`config.mk`:
```
export PLATFORM = sky130hd
export DESIGN_NAME = multicycle_ctrl
export DESIGN_NICKNAME = d
export VERILOG_FILES = /design/src/rtl/multicycle_ctrl.sv
export SDC_FILE = /design/constraint.sdc
export NUM_CORES = 1
export LEC_CHECK = 0
export ABC_AREA = 1
export CORE_MARGIN = 2
export CORE_UTILIZATION = 40
export CTS_BUF_LIST = sky130_fd_sc_hd__clkbuf_2 sky130_fd_sc_hd__clkbuf_4 sky130_fd_sc_hd__clkbuf_8
export DETAILED_ROUTE_END_ITERATION = 10
export PLACE_DENSITY = 0.67
export RECOVER_POWER = 50
export SYNTH_ARGS = -nofsm -noshare
export SYNTH_HDL_FRONTEND = slang
export SYNTH_SLANG_ARGS = --single-unit
```
`constraint.sdc`:
```
create_clock -name clk -period 6.3 [get_ports clk]
set_clock_uncertainty 0.05 [all_clocks]
set_input_delay 1.89 -clock clk [delete_from_list [all_inputs] [get_ports clk]]
set_output_delay 1.89 -clock clk [all_outputs]
set_load 0.03 [all_outputs]
```
`src/rtl/multicycle_ctrl.sv`:
```
// Multi-cycle MIPS control FSM: FETCH -> DECODE -> EXEC -> MEM -> WB, with
// op-class decode for Func_Sel, datapath strobes, retired count and error pulses.
module multicycle_ctrl #(
  parameter int FUNC_SIZE   = 11,
  parameter int MEM_TIMEOUT = 16,
  parameter int CNT_W       = 32
) (
  input  logic                 clk,
  input  logic                 rst,
  input  logic [31:0]          instr,
  input  logic                 instr_valid,
  input  logic                 alu_zero,
  input  logic                 mem_ready,
  output logic [1:0]           op_sel,
  output logic [FUNC_SIZE-1:0] func,
  output logic                 ir_we,
  output logic                 pc_we,
  output logic                 branch_we,
  output logic                 mem_re,
  output logic                 mem_we,
  output logic                 reg_we,
  output logic                 reg_dst,
  output logic                 illegal_op,
  output logic                 mem_err,
  output logic [CNT_W-1:0]     retired
);

  localparam int TO_W = $clog2(MEM_TIMEOUT + 1);
  localparam logic [TO_W-1:0] TO_LAST = TO_W'(MEM_TIMEOUT - 1);

  localparam logic [1:0] OP_CALCU = 2'b00;
  localparam logic [1:0] OP_LOAD  = 2'b01;
  localparam logic [1:0] OP_SAVE  = 2'b10;
  localparam logic [1:0] OP_BEQ   = 2'b11;

  typedef enum logic [2:0] {
    S_FETCH, S_DECODE, S_EXEC, S_MEM, S_WB
  } state_t;

  state_t                state_q, state_d;
  logic [5:0]            opc_q, opc_d;
  logic [FUNC_SIZE-1:0]  fn_q, fn_d;
  logic [1:0]            op_sel_q, op_sel_d;
  logic [FUNC_SIZE-1:0]  func_q, func_d;
  logic [CNT_W-1:0]      retired_q, retired_d;
  logic [TO_W-1:0]       cnt_q, cnt_d;

  // Only the opcode and func bits of the instruction matter to control.
  logic unused_instr;
  assign unused_instr = ^instr[25:FUNC_SIZE];

  always_comb begin
    state_d    = state_q;
    opc_d      = opc_q;
    fn_d       = fn_q;
    op_sel_d   = op_sel_q;
    func_d     = func_q;
    retired_d  = retired_q;
    cnt_d      = cnt_q;
    ir_we      = 1'b0;
    pc_we      = 1'b0;
    branch_we  = 1'b0;
    mem_re     = 1'b0;
    mem_we     = 1'b0;
    reg_we     = 1'b0;
    reg_dst    = 1'b0;
    illegal_op = 1'b0;
    mem_err    = 1'b0;
    case (state_q)
      S_FETCH: begin
        if (instr_valid) begin
          ir_we   = 1'b1;
          pc_we   = 1'b1;
          opc_d   = instr[31:26];
          fn_d    = instr[FUNC_SIZE-1:0];
          state_d = S_DECODE;
        end
      end
      S_DECODE: begin
        state_d = S_EXEC;
        case (opc_q)
          6'b000000: begin op_sel_d = OP_CALCU; func_d = fn_q; end
          6'b100011: begin op_sel_d = OP_LOAD;  func_d = '0;   end
          6'b101011: begin op_sel_d = OP_SAVE;  func_d = '0;   end
          6'b000100: begin op_sel_d = OP_BEQ;   func_d = '0;   end
          default: begin
            illegal_op = 1'b1;
            state_d    = S_FETCH;
          end
        endcase
      end
      S_EXEC: begin
        case (op_sel_q)
          OP_CALCU: state_d = S_WB;
          OP_LOAD, OP_SAVE: begin
            cnt_d   = '0;
            state_d = S_MEM;
          end
          default: begin
            branch_we = alu_zero;
            retired_d = retired_q + CNT_W'(1);
            state_d   = S_FETCH;
          end
        endcase
      end
      S_MEM: begin
        mem_re = (op_sel_q == OP_LOAD);
        mem_we = (op_sel_q == OP_SAVE);
        cnt_d  = cnt_q + TO_W'(1);
        // A ready arriving on the last allowed cycle still counts as success.
        if (mem_ready) begin
          if (op_sel_q == OP_LOAD) begin
            state_d = S_WB;
          end else begin
            retired_d = retired_q + CNT_W'(1);
            state_d   = S_FETCH;
          end
        end else if (cnt_q == TO_LAST) begin
          mem_err = 1'b1;
          state_d = S_FETCH;
        end
      end
      S_WB: begin
        reg_we    = 1'b1;
        reg_dst   = (op_sel_q == OP_CALCU);
        retired_d = retired_q + CNT_W'(1);
        state_d   = S_FETCH;
      end
      default: state_d = S_FETCH;
    endcase
  end

  always_ff @(posedge clk) begin
    if (rst) begin
      state_q   <= S_FETCH;
      op_sel_q  <= OP_CALCU;
      func_q    <= '0;
      retired_q <= '0;
      cnt_q     <= '0;
    end else begin
      state_q   <= state_d;
      op_sel_q  <= op_sel_d;
      func_q    <= func_d;
      retired_q <= retired_d;
      cnt_q     <= cnt_d;
    end
  end

  // Instruction fields are only consumed after a FETCH capture, so no reset.
  always_ff @(posedge clk) begin
    opc_q <= opc_d;
    fn_q  <= fn_d;
  end

  assign op_sel  = op_sel_q;
  assign func    = func_q;
  assign retired = retired_q;

endmodule

```
==> results_dict.tcl <==
set metrics [dict create \
    end_kind "output pin" \
    wl_per_cell_um 12.3 \
    status "finished, violations left" \
    synth.most_common_cell "nand2_1" \
    failed_checks "capacitance limit, slew limit" \
    cts_resized 0 \
    slew-limit-headroom_pct -45.2 \
    critPathMaxFanout 3 \
    synth_edf_count 17 \
    ys_types 33 \
    cts_hold_buf 0 \
    busiest_layer "met2" \
    ys.flop_type "dfxtp_1" \
    drv_slew 34 \
    setup_violations 0 \
    async_reset_ff_share_pct 0 \
    cts_buffer_depth 2 \
    total_power_w 0.000911 \
    ys_seq_elements 70 \
    p_int_w 0.000682 \
    postCtsSetupBuffers 0 \
    grtUsageMet3_pct 4.15 \
    yosys.area.top_type_share_pct 29.3 \
    cts_root_buf "clkbuf_8" \
    cap_violations 1 \
    synth_area_leader_cell "dfxtp_1" \
    antenna_found_initial 0 \
    via_per_inst 4.90 \
    grt.total_usage_pct 18.2 \
    path_clk_slew_ns 0.08 \
    antenna_cells 0 \
    place_congestion 0.887 \
    combPwrFrac_pct 6.1 \
    rsz0062_at_grt "no" \
    io_pins 91 \
    p_clk_share_pct 41.5 \
    drtIter0Drc 130 \
    met2_usage_pct 30.9 \
    timing.fmax_mhz 176 \
    start_util_pct 41.3 \
    tightest_slew_ns 2.17 \
    synthCells 511 \
    ys_warn_count 0 \
    cts_made_buffers 9 \
    crit_path_start "instr_valid" \
    grt_max_degree 34 \
    arrival_ns 3.76 \
    cts_sinks 70 \
    coreArea_um2 8760 \
    r2r_cells 8 \
    synth_common_cells "nand2_1 (139), nor2_1 (102), dfxtp_1 (53)" \
    fin_area_um2 4580 \
    place_area_um2 4420 \
    period_share_pct 90.4 \
    tns_ns 0 \
    cts_tree "yes" \
    critPathRequiredTime_ns 4.36 \
    final_nets 626 \
    die_height_um 99.1 \
    fp-row-count 34 \
    first_pass_iters 4 \
    syn2layout_area_growth_pct 26.6 \
    place_hpwl_mm 6.17 \
    p_leak_nw 1.76 \
    powerDensity_nw_per_um2 199 \
    power_frac_seq_pct 52.4 \
    drc 0 \
    portBuffers 75 \
    ys_seq_area_share_pct 43.4 \
    ir_drop_mv 0.123 \
    netSwitchingPower_w 0.000229 \
    vias 3402 \
    startpoint_type "input port" \
    hold_class "flop to flop" \
    finalHoldViolations 0 \
    drive_gt1_share_pct 5.12 \
    met1_usage_pct 22.8 \
    synth.cell_area_um2 3620 \
    utilization_pct 52.3 \
    die_x_um 99.1 \
    dieArea_um2 9830 \
    clock_latency_ns 0.35 \
    r2r-start "op_sel[1]" \
    htreeDepth 3 \
    grt_pass1_wl_mm 14.7 \
    min_path_cells 2 \
    hp-start "cnt_q[3]" \
    ant_nets 0 \
    finalCriticalPeriod_ns 5.70 \
    synthTopCellsByArea "dfxtp_1 (29%), nand2_1 (14%), edfxtp_1 (14%)" \
    critPathKind "input port to output pin" \
    swShare_pct 25.1 \
    grt_overflow 0 \
    syn-num-nets 556 \
    synth_area_per_cell_um2 7.08 \
    routed_wirelength_mm 8.51 \
    grt_pass1_vias 3225 \
]
[power groups by stage]
stage | logic [W] | clock network, W | registers [W]
3_3_place_gp | 0.0000594 | 0 | 0.000487
3_5_place_dp | 0.0000604 | 0 | 0.000488
4_1_cts | 0.0000607 | 0.000388 | 0.000477
5_1_grt | 0.0000614 | 0.000408 | 0.000478
6_report | 0.0000551 | 0.000378 | 0.000477
2_1_floorplan | 0.0000336 | 0 | 0.000488
[registers in the layout, summed over array words and instances (netlist names)]
signal   count
opc_q        6
op_sel       2
fn_q        11
func        11
state_q      3
retired     32
cnt_q        5
[worst max-delay path: stages]
cell and delay [ns]:
dlygate4sd3_1 0.53, inv_1 0.06, nor4_1 0.48, clkdlybuf4s50_1 0.79
[logic make-up after synthesis]
logic type,synth area share [%]
adder cells (fa/ha/maj),2.77
buffers and inverters,8.40
flip-flops,43.4
AND/OR/NAND/NOR,38.0
XOR/XNOR,1.69
AO/OA/AOI/OAI,5.70
[final cells by class]
type	count	area [um2]
tap	108	135
timing repair buffer	77	758
inverter	51	191
fill	863	4180
clock buffer	9	124
clock inverter	7	77.6
multi-input combinational	372	1720
sequential	70	1570
[placed cells by master, fill, tap and decap left out, drive strengths merged, types with 2 or more instances in the layout]
| cell | n |
|---|---|
| nand2 | 143 |
| nor2 | 109 |
| inv | 55 |
| dfxtp | 53 |
| clkdlybuf4s50 | 39 |
| dlygate4sd3 | 36 |
| nand3 | 27 |
| nand4 | 19 |
| a21oi | 18 |
| edfxtp | 17 |
| o21ai | 15 |
| nor3 | 14 |
| clkbuf | 11 |
| ha | 8 |
| xor2 | 6 |
| a31oi | 4 |
| nor4 | 2 |
| o22ai | 2 |
| nand3b | 2 |
| nor3b | 2 |
[per-stage QoR]
stage                     cells  worst slack, ns  hold slack [ns]
after floorplan             511            0.580            0.389
final                       694            0.603            0.409
after CTS                   694            0.944            0.413
after detailed placement    678            0.957            0.402
after global routing        694            0.459            0.429
after global placement      678            0.977            0.398
[final timing paths]
kind	to	slack, ns
worst max-delay path	pc_we	0.60
worst min-delay path	cnt_q[3]	0.41
worst max register to register	retired[18]	2.93
worst min register to register	cnt_q[3]	0.41
[layer usage]
layer	wire length [um]	up-vias
li1	-	1776
met1	3900	1516
met2	3990	98
met3	506	12
met4	114	0
met5	0	-
No activity file was read; power rests on OpenSTA's default activity.
